[src/rtl/mem_wb_skid_reg.sv]
// MEM/WB boundary register with valid/ready handshake, 2-entry skid buffer and flush.
// Optional load extension is enabled by defining MEM_WB_LOAD_EXT_EN.
module mem_wb_skid_reg #(
  parameter int NB_DATA = 32,
  parameter int NB_REG  = 5,
  parameter int NB_PC   = 32,
  parameter int NB_CNT  = 32
) (
  input  logic               i_clock,
  input  logic               i_reset,
  input  logic               i_flush,
  input  logic               i_MEM_valid,
  output logic               o_MEM_ready,
  input  logic               i_MEM_reg_write,
  input  logic               i_MEM_mem_to_reg,
  input  logic               i_MEM_r31_ctrl,
  input  logic [NB_DATA-1:0] i_MEM_mem_data,
  input  logic [NB_DATA-1:0] i_MEM_alu_result,
  input  logic [NB_REG-1:0]  i_MEM_selected_reg,
  input  logic [NB_PC-1:0]   i_MEM_pc,
  input  logic [1:0]         i_MEM_load_size,
  input  logic               i_MEM_load_unsigned,
  input  logic               i_WB_ready,
  output logic               o_WB_valid,
  output logic               o_WB_reg_write,
  output logic [NB_REG-1:0]  o_WB_wb_reg,
  output logic [NB_DATA-1:0] o_WB_wb_data,
  output logic [NB_CNT-1:0]  o_WB_retired
);

  typedef struct packed {
    logic               reg_write;
    logic               mem_to_reg;
    logic               r31_ctrl;
    logic [NB_DATA-1:0] mem_data;
    logic [NB_DATA-1:0] alu_result;
    logic [NB_REG-1:0]  selected_reg;
    logic [NB_PC-1:0]   pc;
    logic [1:0]         load_size;
    logic               load_unsigned;
  } entry_t;

  typedef enum logic [1:0] {
    EMPTY = 2'd0,
    FULL  = 2'd1,
    SKID  = 2'd2
  } state_t;

  state_t              state_reg;
  entry_t              main_reg;
  entry_t              skid_reg;
  entry_t              in_entry;
  logic                valid_reg;
  logic                ready_reg;
  logic [NB_CNT-1:0]   retired_reg;
  logic                in_fire;
  logic                out_fire;
  logic [NB_DATA-1:0]  mem_ext;
  logic [NB_DATA-1:0]  pc_ext;

  always_comb begin
    in_entry               = '0;
    in_entry.reg_write     = i_MEM_reg_write;
    in_entry.mem_to_reg    = i_MEM_mem_to_reg;
    in_entry.r31_ctrl      = i_MEM_r31_ctrl;
    in_entry.mem_data      = i_MEM_mem_data;
    in_entry.alu_result    = i_MEM_alu_result;
    in_entry.selected_reg  = i_MEM_selected_reg;
    in_entry.pc            = i_MEM_pc;
    in_entry.load_size     = i_MEM_load_size;
    in_entry.load_unsigned = i_MEM_load_unsigned;
  end

  // ready is a plain register so i_WB_ready never reaches o_MEM_ready combinationally
  assign in_fire  = i_MEM_valid & ready_reg;
  assign out_fire = valid_reg & i_WB_ready;

  always_ff @(negedge i_clock or posedge i_reset) begin
    if (i_reset) begin
      state_reg   <= EMPTY;
      main_reg    <= '0;
      skid_reg    <= '0;
      valid_reg   <= 1'b0;
      ready_reg   <= 1'b1;
      retired_reg <= '0;
    end else begin
      if (out_fire) begin
        retired_reg <= retired_reg + NB_CNT'(1);
      end
      if (i_flush) begin
        state_reg <= EMPTY;
        valid_reg <= 1'b0;
        ready_reg <= 1'b1;
      end else begin
        case (state_reg)
          EMPTY: begin
            if (in_fire) begin
              main_reg  <= in_entry;
              valid_reg <= 1'b1;
              state_reg <= FULL;
            end
          end
          FULL: begin
            if (in_fire && out_fire) begin
              main_reg <= in_entry;
            end else if (in_fire) begin
              skid_reg  <= in_entry;
              ready_reg <= 1'b0;
              state_reg <= SKID;
            end else if (out_fire) begin
              valid_reg <= 1'b0;
              state_reg <= EMPTY;
            end
          end
          SKID: begin
            if (out_fire) begin
              main_reg  <= skid_reg;
              ready_reg <= 1'b1;
              state_reg <= FULL;
            end
          end
          default: begin
            state_reg <= EMPTY;
            valid_reg <= 1'b0;
            ready_reg <= 1'b1;
          end
        endcase
      end
    end
  end

`ifdef MEM_WB_LOAD_EXT_EN
  always_comb begin
    mem_ext = main_reg.mem_data;
    case (main_reg.load_size)
      2'b00: begin
        mem_ext      = {NB_DATA{~main_reg.load_unsigned & main_reg.mem_data[7]}};
        mem_ext[7:0] = main_reg.mem_data[7:0];
      end
      2'b01: begin
        mem_ext       = {NB_DATA{~main_reg.load_unsigned & main_reg.mem_data[15]}};
        mem_ext[15:0] = main_reg.mem_data[15:0];
      end
      default: mem_ext = main_reg.mem_data;
    endcase
  end
`else
  logic unused_load_fields;
  assign unused_load_fields = ^{main_reg.load_size, main_reg.load_unsigned};
  assign mem_ext = main_reg.mem_data;
`endif

  always_comb begin
    pc_ext              = '0;
    pc_ext[NB_PC-1:0]   = main_reg.pc;
  end

  assign o_MEM_ready    = ready_reg;
  assign o_WB_valid     = valid_reg;
  assign o_WB_reg_write = valid_reg & main_reg.reg_write;
  assign o_WB_wb_reg    = main_reg.r31_ctrl ? NB_REG'(31) : main_reg.selected_reg;
  assign o_WB_wb_data   = main_reg.r31_ctrl   ? pc_ext :
                          main_reg.mem_to_reg ? mem_ext :
                                                main_reg.alu_result;
  assign o_WB_retired   = retired_reg;

endmodule

[config.mk]
export PLATFORM = sky130hd
export DESIGN_NAME = mem_wb_skid_reg
export DESIGN_NICKNAME = d
export VERILOG_FILES = /design/src/rtl/mem_wb_skid_reg.sv
export SDC_FILE = /design/constraint.sdc
export NUM_CORES = 1
export LEC_CHECK = 0
export CORE_UTILIZATION = 39
export CTS_BUF_LIST = sky130_fd_sc_hd__clkbuf_4
export DETAILED_ROUTE_END_ITERATION = 7
export DONT_BUFFER_PORTS = 1
export HOLD_SLACK_MARGIN = 0.12
export PLACE_DENSITY = 0.62
export SYNTH_ARGS = -nofsm -noshare
export SYNTH_HDL_FRONTEND = slang
export SYNTH_SLANG_ARGS = --single-unit
[constraint.sdc]
create_clock -name i_clock -period 14 [get_ports i_clock]
set_input_delay 2.8 -clock i_clock [delete_from_list [all_inputs] [get_ports i_clock]]
set_output_delay 2.8 -clock i_clock [all_outputs]
set_load 0.05 [all_outputs]
==> results.md <==
- The data arrival time of the worst path is 9570 ps.
- The number of setup violations in the final report is 0.
- Setup repair after global routing left no endpoint under its margin.
- After detailed routing, the met2 layer carries approximately 11000 um of wire.
- The portion of the post-synthesis area used by sequential elements is 53.76%.
- The placed instances occupy a cell area of 11710 um2.
- The die is about 170 um wide.
- The leakage power is 5.903 nW.
- The nature of the critical path endpoint is an output pin.
- The initial utilization of the core area, before any placement, comes to 39.58%.
- The worst hold path begins at pc_ext[30].
- The endpoint of the worst hold path is pc_ext[30].
- The count of different cell masters after synthesis is 37.
- Summing the areas of all xor and xnor instances in the mapped netlist gives roughly 2.4% of the synthesized area.
- The number of gates resized after CTS was 0.
- The hold violation count in the final report is 0.
- The proportion of synthesized flip-flops having asynchronous set or reset is between 90% and 100%.
- The relative slew slack is between 20 and 30%.
- Entering global routing, the biggest net connects 147 pins.
- After clock tree synthesis, the clock-pin slew on the worst setup and hold paths is 50 ps.
- Hold timing on the final database bottoms out at a slack of 432.6 ps.
- The clock arrives with 89.54 ps of skew.
- The number of global-route vias before repair was 8168.
- The adder and majority gate portion of the synthesized area is less than 1%.
- The number of top-level pins is ~180.
- The total internal power is 0.001734 W.
- IR analysis of the VDD net gives a maximum drop of between 0.1 and 0.15 mV.
- Registers take 6107 um2.
- Measured against the total synthesized area, the mux share comes to a little under a quarter.
- By area, the combinational part of the netlist is dominated by multiplexers.
- The power density normalized to cell area is between 200 and 250 nW/um2.
- Compared with the post-synthesis result, the final layout area differs by 11.21%.
- The longest clock path from root to sink contains 3 buffers.
- The synthesized instance count is 1057.
- A synthesized cell averages about 11 um2.
- Counting every net in the synthesized netlist gives 1170.
- The final-stage net count is 1193.
- The post-synthesis cell type with the largest combined area is sky130_fd_sc_hd__dfrtn_1.
- After Yosys synthesis, and, or, nand and nor cells account for 15.59% of the synthesized area.
- The worst register-to-register path ends at skid_reg[52].
- For this run, the leading register cell type out of synthesis is sky130_fd_sc_hd__dfrtn_1.
- The startpoint type of the worst setup path is a flip-flop.
- The Yosys step of the flow raised 0 warnings.
- The synthesis-stage register bit count is 244.
- The number of cells on the worst hold path is 1.
- The clock reaches the later pin of the worst-skew pair after 640 ps.
- The number of flip-flops under the largest register name is 104.
- The global routing usage summed across all routing layers is 17.53%.
- At the end of routability-driven placement, the weighted congestion stood at 0.7727.
- The die covers 29820 um2.
- Clock tree synthesis selected as its root buffer the cell sky130_fd_sc_hd__clkbuf_4.
- The number of detailed-route iterations in the first pass is 5.
- The DRC violation count after routing is 0.
- The detailed route wirelength on metal3 is 2139 um.
- The average wire length per cell after detail routing is 16.62 um.
- Counting the fill cells in the layout gives 2770.
- The combinational share of power is 32.1%.
- In this run the remaining antenna-violating nets after routing total 0.
- The mean number of vias per cell is 5.012.
- The run finished with clean final reports.
- In this run, synthesis inferred 0 flip-flops with an integrated enable.
- The depth of the worst register-to-register path is 5.
- The smallest setup slack after layout is 1626 ps.
- The worst hold path belongs to the class reg2reg.
- The first global-routing pass estimated between 40000 and 50000 um of wire.
- The cts-stage hold buffer count is 0.
- The die is approximately 170 um tall.
- Yosys attributes the largest share of cell area to sky130_fd_sc_hd__dfrtn_1 54%, sky130_fd_sc_hd__mux2_2 19%, sky130_fd_sc_hd__nand2_1 12%, sky130_fd_sc_hd__mux2i_1 2.8%, sky130_fd_sc_hd__o21ai_0 1.5%.
- Summing every instance area after synthesis gives 11360 um2.
- The count of buffers added on input and output ports is 0.
- Setup total negative slack on the finished layout was measured at 0 ps.
- The post-route total power is between 0.002 and 0.003 W.
- The sequential cell fraction of total power is 43.3%.
- The final number of max-transition violations is 0.
- The switching power is 0.001045 W.
- In this run, CTS created clock tree buffers numbering 70.
- The detailed router finished its first iteration with 434 violations.
- The total routed wirelength is 25170 um.
- The total routed wire length on the met1 layer is 10880 um.
- The CTS tree is built.
- At the pin with the least slew margin, the transition time is 1077 ps.
- For flop-to-flop paths, the worst setup slack is between 10000 and 15000 ps.
- CTS saw 244 sinks.
- The number of antenna violations at the first check in global routing is 1.
- The post-detailed-placement half-perimeter wirelength is 15080 um.
- The endpoint required time on the critical path is 11200 ps.
- The H-tree level count is 3.
- In this run the standard cell core region covers around 29000 um2.
- The uppermost signal routing layer after detailed routing is met4.
- The relative contribution of the clock network to total power is 24.7%.
- The tool flagged a number of max-cap violations equal to 0.
- The maximum fanout along the worst path is 33.
- Timing analysis after detailed placement gives a worst setup slack of 2141 ps.
- Buffers added to address setup during post-CTS repair amount to 0.
- After synthesis, the largest area contributor takes up 53.52% of total cell area.
- In this run switching power makes up between 30% and 40% of total power.
- The critical path class is reg2out.
- Global routing finished with a remaining overflow of 0.
- After routing the design area is ~13000 um2.
- After floorplanning, the core was divided into 62 placement rows.
- The routed layout has about 7600 vias.
- In this run the critical register-to-register path is launched from o_MEM_ready.
- Summing all multi-input logic gate instances after layout gives 4967 um2.
- The synthesized netlist devotes under 10% of its cell area to compound gates.
- In the final layout, the share of cells above drive strength 1 is slightly below 30%.
-- metrics by stage --
step / cells / util [%]
CTS: 1513 / 44.01
detailed placement: 1392 / 40.81
global placement: 1392 / 40.81
finish: 1514 / 44.02
global route: 1514 / 44.02
floorplan: 1057 / -
-- critical path, stage by stage, from the launching register on --
cell	delay [ps]
sky130_fd_sc_hd__dfrtn_1	380
sky130_fd_sc_hd__buf_4	560
sky130_fd_sc_hd__mux2i_1	230
sky130_fd_sc_hd__o21ai_1	800
-- cell type report --
type                       instances  share of cell area [%]
sequential                       244                   48.34
multi-input combinational        745                   39.31
clock buffer                     107                   6.358
tap                              384                   3.803
timing repair buffer              12                   1.010
clock inverter                    15                  0.9507
inverter                           6                  0.2080
antenna                            1                 0.01981
-- cells in the final DEF (no fill, tap or decap), types with 2 or more instances in the layout --
cell type | Yosys | layout
sky130_fd_sc_hd__and2_1 | 4 | 4
sky130_fd_sc_hd__nor2_1 | 10 | 10
sky130_fd_sc_hd__nor3_1 | 6 | 6
sky130_fd_sc_hd__dfrtn_1 | 243 | 243
sky130_fd_sc_hd__inv_1 | 7 | 6
sky130_fd_sc_hd__nand2_1 | 362 | 362
sky130_fd_sc_hd__nor4_1 | 8 | 8
sky130_fd_sc_hd__nand4_1 | 8 | 8
sky130_fd_sc_hd__mux2i_1 | 32 | 32
sky130_fd_sc_hd__or4_1 | 2 | 2
sky130_fd_sc_hd__or2_2 | 5 | 5
sky130_fd_sc_hd__mux2_1 | 13 | 13
sky130_fd_sc_hd__inv_2 | 0 | 2
sky130_fd_sc_hd__nand3_1 | 12 | 12
sky130_fd_sc_hd__buf_4 | 12 | 9
sky130_fd_sc_hd__buf_12 | 0 | 3
sky130_fd_sc_hd__o21ai_1 | 0 | 32
sky130_fd_sc_hd__mux2_2 | 195 | 195
sky130_fd_sc_hd__clkbuf_4 | 0 | 107
sky130_fd_sc_hd__clkinvlp_4 | 0 | 3
sky130_fd_sc_hd__and4_1 | 4 | 4
sky130_fd_sc_hd__and3_1 | 4 | 3
sky130_fd_sc_hd__xor2_1 | 15 | 15
sky130_fd_sc_hd__or3_1 | 2 | 2
sky130_fd_sc_hd__a31oi_1 | 2 | 2
sky130_fd_sc_hd__clkinv_1 | 0 | 5
sky130_fd_sc_hd__xnor2_1 | 16 | 16
sky130_fd_sc_hd__clkinv_2 | 0 | 3
sky130_fd_sc_hd__bufinv_16 | 0 | 2
-- power by group through the flow --
stage	registers, W	logic [W]	clock network, W
4_1_cts	0.00120	0.000907	0.000716
3_5_place_dp	0.00121	0.000905	0.000000894
6_report	0.00120	0.000891	0.000686
5_1_grt	0.00125	0.000960	0.000754
3_3_place_gp	0.00120	0.000887	0.000000894
2_1_floorplan	0.00117	0.000781	0.000000894
-- cells by family (layout without fill, tap and decap cells) --
group	count (synthesis)	in the layout
AOI/OAI and AO/OA	41	41
xor gates and xnor gates	31	31
adders and majority gates	1	1
buffers and inverters	68	140
DFF	244	244
muxes	240	240
other	0	1
and+or+nand+nor	432	432
-- routing by layer --
metal / global-route usage (%) / vias to the layer above
li1: - / 3611
met1: 21.89 / 3706
met2: 27.18 / 208
met3: 6.574 / 63
met4: 7.559 / 0
met5: 0 / -
-- worst max-delay path by stage --
| stage | from | to | slack, ps | cells after the start |
|---|---|---|---|---|
| finish | main_reg[105] | o_WB_wb_data[3] | 1630 | 3 |
| detailed placement | i_WB_ready | skid_reg[46] | 2140 | 5 |
| floorplan | i_reset | main_reg[104] | 1140 | 1 |
| global route | main_reg[105] | o_WB_wb_data[0] | 1420 | 3 |
| global placement | i_WB_ready | skid_reg[16] | 2150 | 5 |
| CTS | main_reg[105] | o_WB_wb_data[3] | 1500 | 3 |
-- Yosys cell counts (all sizes together), types with 9 or more instances --
cell type  instances
mux2i             32
mux2             208
nand2            362
buf               27
nand3             13
xnor2             16
clkbuf            34
nor2              10
dfrtn            243
o21ai             33
nand4              9
xor2              15
(Power assumes the default switching activity.)
